`config.mk`:
```
export PLATFORM = sky130hd
export DESIGN_NAME = bus_select_reg
export DESIGN_NICKNAME = d
export VERILOG_FILES = /design/src/rtl/bus_select_reg.sv
export SDC_FILE = /design/constraint.sdc
export NUM_CORES = 1
export LEC_CHECK = 0
export ABC_AREA = 0
export CAP_MARGIN = 20
export CORE_AREA = 2 2 325 327
export CTS_BUF_LIST = sky130_fd_sc_hd__clkbuf_8
export CTS_CLUSTER_DIAMETER = 100
export DETAILED_ROUTE_END_ITERATION = 12
export DIE_AREA = 0 0 327 329
export DONT_BUFFER_PORTS = 1
export PLACE_DENSITY = 0.3
export SYNTH_ARGS = -nofsm -noshare
export SYNTH_HDL_FRONTEND = slang
export SYNTH_SLANG_ARGS = --single-unit
```
`constraint.sdc`:
```
create_clock -name clock -period 1.1 [get_ports clock]
set_clock_uncertainty 0.1 [all_clocks]
set_input_delay 0.22 -clock clock [delete_from_list [all_inputs] [get_ports clock]]
set_output_delay 0.22 -clock clock [all_outputs]
set_load 0.01 [all_outputs]
```
`src/rtl/bus_select_reg.sv`:
```
// bus_select_reg: registered multi-source bus with fixed-priority selection.
// Each cycle, the lowest-index asserted src_out bit wins. Its data is loaded
// into bus one clock later, and bus_src records the winner's index.
// If two or more sources ask for the bus in the same cycle, a conflict is
// flagged. A sticky flag records that any conflict has happened since the
// last clear.
// Optional feature: define BUSSEL_CONFLICT_CNT_EN to build an 8-bit
// saturating conflict counter. Without it, conflict_cnt is tied to zero.
module bus_select_reg #(
  parameter int WIDTH = 32,
  parameter int NSRC  = 24,
  parameter int HOLD  = 1,
  localparam int SW   = $clog2(NSRC)
) (
  input  logic                  clock,
  input  logic                  clr_n,
  input  logic [NSRC*WIDTH-1:0] src_data,
  input  logic [NSRC-1:0]       src_out,
  input  logic                  err_clr,
  output logic [WIDTH-1:0]      bus,
  output logic                  bus_valid,
  output logic [SW-1:0]         bus_src,
  output logic                  conflict,
  output logic                  conflict_sticky,
  output logic [7:0]            conflict_cnt
);

  logic             any_req;
  logic             multi_req;
  logic [SW-1:0]    win_idx;
  logic [WIDTH-1:0] win_data;

  // Fixed-priority winner select plus request and conflict detection.
  always_comb begin
    // NOTE: every always_comb output gets a default first, so no path can infer a latch.
    win_idx   = '0;
    win_data  = '0;
    any_req   = |src_out;
    // Clearing the lowest set bit leaves a nonzero value only when at least two bits are set.
    multi_req = |(src_out & (src_out - NSRC'(1)));
    // Walk from the top index down, so the lowest asserted index is written last and wins.
    for (int i = NSRC - 1; i >= 0; i--) begin
      if (src_out[i]) begin
        win_idx  = SW'(i);
        win_data = src_data[i*WIDTH +: WIDTH];
      end
    end
  end

  // Bus, source index and valid register; idle cycles either hold the bus or clear it.
  always_ff @(posedge clock or negedge clr_n) begin
    if (!clr_n) begin
      bus       <= '0;
      bus_valid <= 1'b0;
      bus_src   <= '0;
    end else if (any_req) begin
      // NOTE: sequential state uses non-blocking assignments so every flop samples pre-edge values.
      bus       <= win_data;
      bus_src   <= win_idx;
      bus_valid <= 1'b1;
    end else begin
      bus_valid <= 1'b0;
      if (HOLD == 0) begin
        bus <= '0;
      end
    end
  end

  // Conflict pulse and sticky flag. err_clr overrides a same-cycle conflict for the sticky flag.
  always_ff @(posedge clock or negedge clr_n) begin
    if (!clr_n) begin
      conflict        <= 1'b0;
      conflict_sticky <= 1'b0;
    end else begin
      conflict <= multi_req;
      if (err_clr) begin
        conflict_sticky <= 1'b0;
      end else if (multi_req) begin
        conflict_sticky <= 1'b1;
      end
    end
  end

`ifdef BUSSEL_CONFLICT_CNT_EN
  logic [7:0] cnt_q;

  // Saturating conflict counter. err_clr wins over a same-cycle conflict.
  always_ff @(posedge clock or negedge clr_n) begin
    if (!clr_n) begin
      cnt_q <= 8'd0;
    end else if (err_clr) begin
      cnt_q <= 8'd0;
    end else if (multi_req && (cnt_q != 8'hFF)) begin
      cnt_q <= cnt_q + 8'd1;
    end
  end

  assign conflict_cnt = cnt_q;
`else
  assign conflict_cnt = 8'd0;
`endif

endmodule

```
==> flow_metrics.py, run 1 <==
metrics = {
    "sta": {
        "final-hold-violation-count": 40,
        "period_share_pct": 163.4,
        "timing.final.setup_violations": 79,
        "maxClockFrequency_mhz": 556.2,
        "max-slew-margin-rel_pct": 48.50,
        "rsz0062_at_grt": "yes",
        "worst-slew-pin-transition_ps": 772.5,
        "timing.hold.ws_ps": -593.9,
        "fin_ws_ps": -697.8,
        "period_minus_slack_ps": 1798,
        "maxSlewViolCount": 0,
    },
    "clock_network": {
        "tritoncts.num_buffers": 5,
        "clock_sinks": 40,
        "clockRootBuffer": "sky130_fd_sc_hd__clkbuf_8",
        "htree_levels": 2,
        "cts.hold.buffers_added": 39,
        "clock_pin_slew_of_the_registers_on_the_worst_case_setup_and_hold_paths_ps": 120,
        "clock_latency_ps": 370,
        "tritoncts": "done",
        "max-clock-path-buffers": 2,
    },
    "yosys": {
        "synthTopCellsByArea": "sky130_fd_sc_hd__a221oi_1, sky130_fd_sc_hd__dfrtp_1, sky130_fd_sc_hd__a221o_1",
        "mappedNetlistArea_um2": 8461,
        "synth.area.mux_share_pct": 0,
        "portion_of_the_post_synthesis_area_used_by_sequential_elements_pct": 11.83,
        "synth_top_family_by_area": "compound AO/OA/AOI/OAI gates",
        "postSynthRegisterBits": 40,
        "synth.yosys.warnings": 0,
        "synth_area_in_simple_gates_pct": 21.18,
        "synth_compound_gate_area_share_pct": 56.54,
        "yosysUniqueCellTypes": 59,
        "synth-adder-area-share_pct": 0.1183,
        "synth_common_cells": "sky130_fd_sc_hd__a221oi_1, sky130_fd_sc_hd__clkbuf_1, sky130_fd_sc_hd__nand2_1, sky130_fd_sc_hd__o21ai_0, sky130_fd_sc_hd__a21oi_1",
        "xor_xnor_cell_area_share_of_the_yosys_netlist_pct": 0,
        "synthCells": 1257,
        "asr_flop_ratio_synth_pct": 100.0,
        "synth_top_cell_area_share_pct": 18.63,
        "synth_enable_flop_cells": 0,
        "syn-mean-instance-area_um2": 6.731,
        "dominantRegCellSynth": "sky130_fd_sc_hd__dfrtp_1",
        "synth.most_common_cell": "sky130_fd_sc_hd__a221oi_1",
        "yosys.area.top_type": "sky130_fd_sc_hd__a221oi_1",
    },
    "pwr": {
        "power.share.sequential_pct": 25.1,
        "peakVddDrop_mv": 0.3895,
        "intPower_mw": 4.114,
        "swShare_pct": 43.07,
        "static_leakage_nw": 4.277,
        "cellPowerDensity_nw_per_um2": 549.3,
        "netSwitchingPower_mw": 3.112,
        "comb_power_share_pct": 57.1,
        "power.share.clock_pct": 17.8,
    },
    "route": {
        "final_antenna_net_count": 0,
        "vias_per_cell": 4.472,
        "drc": 0,
        "detail_route.first_pass.iterations": 5,
        "route.final.wire_length_mm": 83.40,
        "avgRoutedWirePerCell_um": 30.20,
        "routed-via-count": 12350,
        "detail_route.iter0.violations": 991,
    },
    "placed_design": {
        "hpwlAfterDp_mm": 67.76,
        "dp_slack_ps": -1442,
        "placedInstanceArea_um2": 11480,
        "io_buffer_count": 0,
        "gp_congestion": 0.9240,
    },
    "floorplan": {
        "fp.dieW_um": 327,
        "coreArea_um2": 104400,
        "area_of_the_die_um2": 107600,
        "die_height_um": 329,
        "row_count": 119,
        "pin_count": 843,
        "floorplan.initialDensity_pct": 8.106,
    },
    "run": {
        "maxCapViolCount": 0,
    },
    "critical_path": {
        "cp-start-kind": "primary input",
        "path_max_fanout": 48,
        "cp.required_ps": 1290,
        "path_class": "primary input to flip-flop",
        "timing.critical_path.arrival_ps": 1990,
        "crit_path_end_kind": "flip-flop",
    },
    "grt": {
        "first_pass_grt_wire_length_mm": 106.5,
        "grt.total_usage_pct": 14.39,
        "antenna_violations_before_repair": 29,
        "grt-ovfl-total": 0,
        "maximum_number_of_pins_on_one_net_before_global_route_repair": 86,
        "vias_in_the_first_global_route": 12330,
    },
    "status": {
        "outcome": "complete, but fails checks",
        "violations": "hold timing, setup timing",
    },
    "finish": {
        "nets": 2151,
        "post_route_cells_drive_above_1_share_pct": 27.86,
        "areaGrowthSynthToFinish_pct": 55.49,
        "final_design_area_no_fill_um2": 13160,
    },
    "worst_hold_path": {
        "hold_path.class": "primary input to async pin",
    },
}
## path summary, 6_finish.rpt
| check | from | end | slack, ps | depth (start not counted) |
|---|---|---|---|---|
| worst max register to register | bus[7] | bus[7] | -120 | 4 |
| worst max-delay path | src_out[3] | conflict_sticky | -700 | 6 |
| worst min register to register | bus[2] | bus[2] | 430 | 2 |
| max in group asynchronous | clr_n | bus[23] | 1280 | 0 |
| min in group clock | src_data[81] | bus[17] | 30 | 4 |
| worst min-delay path | clr_n | bus_valid | -590 | 0 |
## layout by cell type, fill, tap and decap left out, drive strengths merged, types with 31 or more instances in the layout
cell type / count
o22ai: 31
a21oi: 102
o31ai: 34
nand2: 127
buf: 205
o21ai: 112
dlygate4sd3: 38
a221o: 56
dfrtp: 40
a221oi: 180
inv: 57
nor2b: 79
## cell type report
| type | count | area [um^2] |
|---|---|---|
| timing repair buffer | 245 | 2567 |
| tap | 1391 | 1740 |
| fill | 12050 | 91220 |
| antenna | 14 | 35.03 |
| inverter | 59 | 222.7 |
| clock buffer | 6 | 82.58 |
| clock inverter | 2 | 10.01 |
| multi-input combinational | 1005 | 7481 |
| sequential | 40 | 1016 |
## layer usage
metal / routed length, um / GRT usage [%]
met4: 3361 / 5.485
met2: 37020 / 22.46
met5: 160 / 0
met1: 36000 / 18.69
met3: 6860 / 4.113
## kinds of logic (layout without fill, tap and decap cells)
kind of cell / count (synthesis) / in the layout
AO/OA/AOI/OAI: 647 / 647
adder cells (fa/ha/maj): 1 / 1
buffers and inverters: 219 / 312
flip-flops: 40 / 40
other: 1 / 22
AND/OR/NAND/NOR: 349 / 349
## repair_timing
| item | 4_1_cts | 5_1_grt |
|---|---|---|
| setup endpoints to repair | 80 | 80 |
| resized for setup | 102 | 87 |
| pin swaps | 16 | 18 |
| endpoints found under the hold margin | 62 | 40 |
| setup buffers | 11 | 13 |
| gates cloned | 3 | 1 |
## power by group through the flow
stage | clock [mW] | combinational [mW] | sequential [mW]
after detailed placement | 0 | 3.63 | 1.83
final | 1.29 | 4.12 | 1.82
after floorplan | 0 | 2.23 | 1.78
after global placement | 0 | 3.63 | 1.83
after global routing | 1.44 | 4.47 | 1.83
after CTS | 1.41 | 3.96 | 1.82
## critical path: stages
cell                       delay, ps
sky130_fd_sc_hd__or4_4           540
sky130_fd_sc_hd__o41ai_2         320
sky130_fd_sc_hd__and4_1          250
sky130_fd_sc_hd__nand4_1         130
sky130_fd_sc_hd__a2111o_1        330
sky130_fd_sc_hd__o21ba_1         170
## registers in the layout, summed over array words and instances (netlist names)
signal           flops
bus                 32
bus_src              5
bus_valid            1
conflict             1
conflict_sticky      1
## through the flow
stage               total power [mW]  utilization (%)  std cells  setup TNS, ps
finish                         7.226            12.60       2762         -23600
global route                   7.742            12.58       2753         -26250
CTS                            7.188            12.02       2737         -25970
detailed placement             5.457            11.00       2679         -42670
global placement               5.458            11.00       2679         -42240
floorplan                      4.018                -       1264         -26470
Power figures use the tool's default switching activity.
==> inputs of run 2 (changes only) <==
Settings changed: SKIP_LAST_GASP set to 1.
==> flow_metrics.py, run 2 (synthesis gave the netlist of run 1 again) <==
metrics = {
    "finish": {
        "final_design_area_no_fill_um2": 12900,
        "commonest_cells_after_routing_fill_and_taps_aside": "sky130_fd_sc_hd__a221oi_1, sky130_fd_sc_hd__buf_4, sky130_fd_sc_hd__nand2_1",
        "top_register": "bus",
        "most_common_cell_after_layout_fill_and_taps_aside": "sky130_fd_sc_hd__a221oi_1",
        "n_fill_cell": 12070,
        "layout.area.seq_um2": 1016,
        "largest_registers": "bus (32), bus_src (5)",
        "largest_register_ffs": 32,
        "nets": 2151,
        "post_route_cells_drive_above_1_share_pct": 26.38,
        "multi_input_area_um2": 7249,
        "areaGrowthSynthToFinish_pct": 52.43,
    },
    "clock_network": {
        "clock_pin_slew_of_the_registers_on_the_worst_case_setup_and_hold_paths_ps": 120,
        "clockRootBuffer": "sky130_fd_sc_hd__clkbuf_8",
        "clock_latency_ps": 360,
        "max-clock-path-buffers": 2,
        "tritoncts.num_buffers": 5,
        "cts.hold.buffers_added": 39,
        "tritoncts": "done",
        "htree_levels": 2,
        "clock_sinks": 40,
    },
    "placed_design": {
        "io_buffer_count": 0,
        "hpwlAfterDp_mm": 67.76,
        "placedInstanceArea_um2": 11480,
        "dp_slack_ps": -1442,
        "gp_congestion": 0.9240,
    },
    "worst_hold_path": {
        "hold_path.class": "primary input to async pin",
    },
    "route": {
        "avgRoutedWirePerCell_um": 30.13,
        "detail_route.iter0.violations": 1061,
        "route.final.wire_length_mm": 83.31,
        "routed-via-count": 12380,
        "detail_route.first_pass.iterations": 7,
        "final_antenna_net_count": 0,
        "drc": 0,
        "vias_per_cell": 4.476,
    },
    "critical_path": {
        "timing.critical_path.max_delay_family": "compound AO/OA/AOI/OAI gates",
        "crit_slowest_cell": "sky130_fd_sc_hd__o31ai_2",
        "cp.required_ps": 1290,
        "path_max_fanout": 15,
        "crit_path_end_kind": "flip-flop",
        "critical_path_buf_inv_count": 1,
        "cp-start-kind": "primary input",
        "path_class": "primary input to flip-flop",
        "timing.critical_path.arrival_ps": 2010,
        "critical-path-max-stage-delay_ps": 340,
        "worstPathCellList": "or2_2 -> buf_4 -> o31ai_2 -> and4_1 -> nand4_1 -> a2111o_1 -> o21ba_1",
    },
    "floorplan": {
        "coreArea_um2": 104400,
        "row_count": 119,
        "pin_count": 843,
        "area_of_the_die_um2": 107600,
        "floorplan.initialDensity_pct": 8.106,
        "fp.dieW_um": 327,
        "die_height_um": 329,
    },
    "grt": {
        "first_pass_grt_wire_length_mm": 106.4,
        "vias_in_the_first_global_route": 12310,
        "maximum_number_of_pins_on_one_net_before_global_route_repair": 86,
        "antenna_violations_before_repair": 30,
        "grt.total_usage_pct": 14.39,
        "grt-ovfl-total": 0,
    },
    "pwr": {
        "finalPower_mw": 7.120,
        "peakVddDrop_mv": 0.3823,
        "cellPowerDensity_nw_per_um2": 552.1,
        "static_leakage_nw": 4.207,
    },
    "sta": {
        "fin_ws_ps": -724.0,
        "period_minus_slack_ps": 1824,
        "final.setup.tns_ps": -24340,
        "max-slew-margin-rel_pct": 50.86,
        "maxSlewViolCount": 0,
        "timing.hold.ws_ps": -589.1,
        "period_share_pct": 165.8,
        "worst-slew-pin-transition_ps": 737.1,
        "timing.final.setup_violations": 79,
        "final-hold-violation-count": 40,
        "rsz0062_at_grt": "yes",
        "maxClockFrequency_mhz": 548.2,
    },
    "run": {
        "maxCapViolCount": 0,
    },
    "status": {
        "outcome": "complete, but fails checks",
        "violations": "hold timing, setup timing",
    },
}
## run 2: changes by cell type in the layout (fill, tap and decap cells not counted), moves of 2 or more
cell / before / now
sky130_fd_sc_hd__a21oi_4: 8 / 4
sky130_fd_sc_hd__o31ai_2: 5 / 2
sky130_fd_sc_hd__a221oi_2: 39 / 30
sky130_fd_sc_hd__a31o_4: 10 / 3
sky130_fd_sc_hd__o31ai_1: 27 / 31
sky130_fd_sc_hd__buf_6: 30 / 24
sky130_fd_sc_hd__o311ai_2: 3 / 1
sky130_fd_sc_hd__o311ai_1: 22 / 24
sky130_fd_sc_hd__diode_2: 14 / 17
sky130_fd_sc_hd__a21oi_1: 76 / 79
sky130_fd_sc_hd__a31o_2: 14 / 21
sky130_fd_sc_hd__buf_4: 137 / 144
sky130_fd_sc_hd__a221oi_1: 139 / 149
## run 2: power breakdown
part	total, mW	leakage [nW]	switching, mW	internal, mW
logic	4.02	3.69	2.09	1.94
clock network	1.28	0.0511	0.779	0.505
registers	1.81	0.466	0.192	1.62
## run 2: what timing repair did
action / CTS / global route
pin swaps: 16 / 24
gates resized for setup: 93 / 52
setup buffers: 11 / 12
setup endpoints to repair: 80 / 80
cloned: 3 / 1
endpoints found under the hold margin: 62 / 40
## run 2: worst paths after layout
kind	startpoint	to	cells past startpoint	slack [ps]
min in group clock	src_data[81]	bus[17]	4	30
setup reg to reg	bus[7]	bus[7]	4	-120
max in group asynchronous	clr_n	bus[23]	0	1280
hold reg to reg	bus_src[0]	bus_src[0]	1	430
hold / removal	clr_n	bus_valid	0	-590
setup / recovery	src_out[21]	conflict_sticky	7	-720
## run 2: layer usage
| layer | global-route usage, % | wire length, um | vias to the layer above |
|---|---|---|---|
| li1 | - | - | 5256 |
| met5 | 0 | 166 | - |
| met4 | 5.465 | 3295 | 24 |
| met3 | 3.944 | 7228 | 204 |
| met1 | 18.79 | 35750 | 6043 |
| met2 | 22.47 | 36870 | 848 |
## run 2: cell type report
class | count | share of cell area [%]
Antenna cell | 17 | 0.3299
Clock buffer | 6 | 0.6403
Clock inverter | 2 | 0.07762
Inverter | 59 | 1.727
Multi-Input combinational cell | 1005 | 56.21
Sequential cell | 40 | 7.878
Tap cell | 1391 | 13.50
Timing Repair Buffer | 245 | 19.64
## run 2: per-stage QoR
stage | utilization [%] | std cells
finish | 12.36 | 2765
CTS | 11.99 | 2737
global route | 12.33 | 2755
detailed placement | 11.00 | 2679
floorplan | - | 1264
global placement | 11.00 | 2679
==> inputs of run 3 (changes only) <==
Settings changed: CTS_CLUSTER_DIAMETER 100 to not set, SLEW_MARGIN set to 20.
Clock period 1.1 ns to 2.25 ns, I/O delays scaled along.
==> flow_metrics.py, run 3 (synthesis gave the netlist of run 1 again) <==
metrics = {
    "grt": {
        "maximum_number_of_pins_on_one_net_before_global_route_repair": 100,
        "vias_in_the_first_global_route": 11810,
        "grt.total_usage_pct": 14.90,
        "antenna_violations_before_repair": 42,
        "grt-ovfl-total": 0,
        "first_pass_grt_wire_length_mm": 108.2,
    },
    "sta": {
        "maxSlewViolCount": 0,
        "maxClockFrequency_mhz": 434.1,
        "period_share_pct": 102.4,
        "worst-slew-pin-transition_ps": 918.6,
        "fin_ws_ps": -53.75,
        "max-slew-margin-rel_pct": 38.76,
        "final-hold-violation-count": 0,
        "timing.final.setup_violations": 1,
        "period_minus_slack_ps": 2304,
    },
    "route": {
        "vias_per_cell": 4.531,
        "avgRoutedWirePerCell_um": 32.38,
        "route.final.wire_length_mm": 85.94,
        "final_antenna_net_count": 0,
        "detail_route.first_pass.iterations": 5,
        "drc": 0,
        "detail_route.iter0.violations": 1122,
        "routed-via-count": 12030,
    },
    "pwr": {
        "power.share.sequential_pct": 28.5,
        "peakVddDrop_mv": 0.1650,
        "finalPower_mw": 3.186,
        "cellPowerDensity_nw_per_um2": 287.6,
        "intPower_mw": 1.735,
        "static_leakage_nw": 3.415,
        "power.share.clock_pct": 20.7,
        "swShare_pct": 45.56,
        "comb_power_share_pct": 50.8,
        "netSwitchingPower_mw": 1.452,
    },
    "finish": {
        "nets": 2033,
        "most_common_cell_after_layout_fill_and_taps_aside": "sky130_fd_sc_hd__a221oi_1",
        "commonest_cells_after_routing_fill_and_taps_aside": "sky130_fd_sc_hd__a221oi_1, sky130_fd_sc_hd__nand2_1, sky130_fd_sc_hd__o21ai_0",
        "largest_register_ffs": 32,
        "n_fill_cell": 12230,
        "top_register": "bus",
        "post_route_cells_drive_above_1_share_pct": 14.85,
        "areaGrowthSynthToFinish_pct": 30.95,
        "layout.core_utilization_pct": 10.62,
        "largest_registers": "bus (32), bus_src (5)",
    },
    "clock_network": {
        "htree_levels": 2,
        "clockRootBuffer": "sky130_fd_sc_hd__clkbuf_8",
        "clock_sinks": 40,
        "tritoncts.num_buffers": 5,
        "tritoncts": "done",
        "max-clock-path-buffers": 2,
        "clock_latency_ps": 390,
        "clock_pin_slew_of_the_registers_on_the_worst_case_setup_and_hold_paths_ps": 100,
    },
    "critical_path": {
        "timing.critical_path.arrival_ps": 2480,
        "cp.required_ps": 2420,
        "crit_path_end_kind": "flip-flop",
        "crit_slowest_cell": "sky130_fd_sc_hd__o41ai_1",
        "r2r_setup_slack_ps": 1040,
        "path_max_fanout": 36,
        "critical-path-max-stage-delay_ps": 440,
        "rr_worst_depth": 3,
        "cp-start-kind": "primary input",
        "worstPathCellList": "or2_2 -> or3_1 -> o41ai_1 -> nand4_1 -> a2111o_1 -> o21ba_1",
        "critical_path.reg2reg.startpoint": "bus[7]",
        "path_class": "primary input to flip-flop",
        "regToRegEndpoint": "bus[7]",
    },
    "worst_hold_path": {
        "hold_worst_path_end": "bus_src[1]",
        "holdPathStages": 1,
        "hp-start": "src_out[1]",
        "hold_path.class": "primary input to flip-flop",
    },
    "floorplan": {
        "die_height_um": 329,
        "area_of_the_die_um2": 107600,
        "pin_count": 843,
        "fp.dieW_um": 327,
        "coreArea_um2": 104400,
        "floorplan.initialDensity_pct": 8.106,
        "row_count": 119,
    },
    "status": {
        "outcome": "complete, but fails checks",
        "violations": "setup timing",
    },
    "run": {
        "maxCapViolCount": 0,
    },
    "placed_design": {
        "hpwlAfterDp_mm": 70.87,
        "io_buffer_count": 0,
        "gp_congestion": 0.8989,
    },
}
## run 3: changes by cell type in the layout (fill, tap and decap cells not counted), moves of 7 or more
cell | before | now
sky130_fd_sc_hd__buf_4 | 144 | 102
sky130_fd_sc_hd__dfrtp_2 | 12 | 0
sky130_fd_sc_hd__dfrtp_1 | 28 | 40
sky130_fd_sc_hd__dlygate4sd3_1 | 38 | 1
sky130_fd_sc_hd__buf_6 | 24 | 0
sky130_fd_sc_hd__buf_12 | 34 | 22
sky130_fd_sc_hd__o21ai_0 | 81 | 111
sky130_fd_sc_hd__o21ai_2 | 7 | 0
sky130_fd_sc_hd__a221oi_2 | 30 | 2
sky130_fd_sc_hd__a221oi_1 | 149 | 178
sky130_fd_sc_hd__o21ai_1 | 24 | 1
sky130_fd_sc_hd__a21oi_2 | 19 | 1
sky130_fd_sc_hd__a21oi_1 | 79 | 101
sky130_fd_sc_hd__diode_2 | 17 | 24
## run 3: layer usage
metal / up-vias / GRT usage [%] / share of wire, %
li1: 5016 / - / -
met1: 5926 / 19.04 / 43
met2: 882 / 22.87 / 44
met3: 180 / 4.962 / 9.5
met4: 22 / 6.163 / 4.2
met5: - / 0 / 0.16
## run 3: cell type report
class                           count  area (um^2)  area share, %
Multi-Input combinational cell   1005         6710          60.56
Timing Repair Buffer              127         1249          11.27
Clock buffer                        6        82.58         0.7453
Clock inverter                      2        15.01         0.1355
Sequential cell                    40         1001          9.034
Antenna cell                       24        60.06         0.5421
Inverter                           59        221.5          1.999
Tap cell                         1391         1740          15.71
## run 3: worst max-delay path: cells and delay by family
kind,cells,cell delay (ps)
AOI/OAI and AO/OA,3,980
and+or+nand+nor,3,990
## run 3: how the worst max path moves through the flow
stage,startpoint,to,slack (ps),cells past startpoint
after CTS,src_out[19],bus[4],10,9
final,src_out[12],conflict_sticky,-50,6
after floorplan,src_out[2],conflict_sticky,-150,7
after global placement,src_out[7],bus[9],-660,6
after detailed placement,src_out[19],bus[4],-440,9
after global routing,src_out[7],bus[9],-0.6,7
## run 3: repair_timing
item                                    4_1_cts  5_1_grt
endpoints found under the setup margin        0        3
hold buffers                                  2        0
setup buffers                                 0        0
hold endpoints to repair                     40        0
resized for setup                             0        3
## run 3: stage by stage
step                setup WS (ps)  TNS (ps)  hold slack, ps  instances  instance area [um^2]
floorplan                  -145.1    -145.1           54.41       1264                  8509
global placement           -664.8     -6460           56.42       2619                 10860
detailed placement         -440.8     -6775           55.92       2620                 10870
CTS                         10.52         0           16.58       2630                 11000
global route              -0.6044   -0.6044           44.04       2644                 11050
finish                     -53.75    -53.75           85.95       2654                 11080
## run 3: power groups by stage
stage | Clock, mW | Combinational, mW | Sequential (mW)
2_1_floorplan | 0 | 1.04 | 0.872
3_3_place_gp | 0 | 1.60 | 0.932
3_5_place_dp | 0 | 1.61 | 0.928
4_1_cts | 0.745 | 1.64 | 0.916
5_1_grt | 0.733 | 1.77 | 0.921
6_report | 0.659 | 1.62 | 0.909
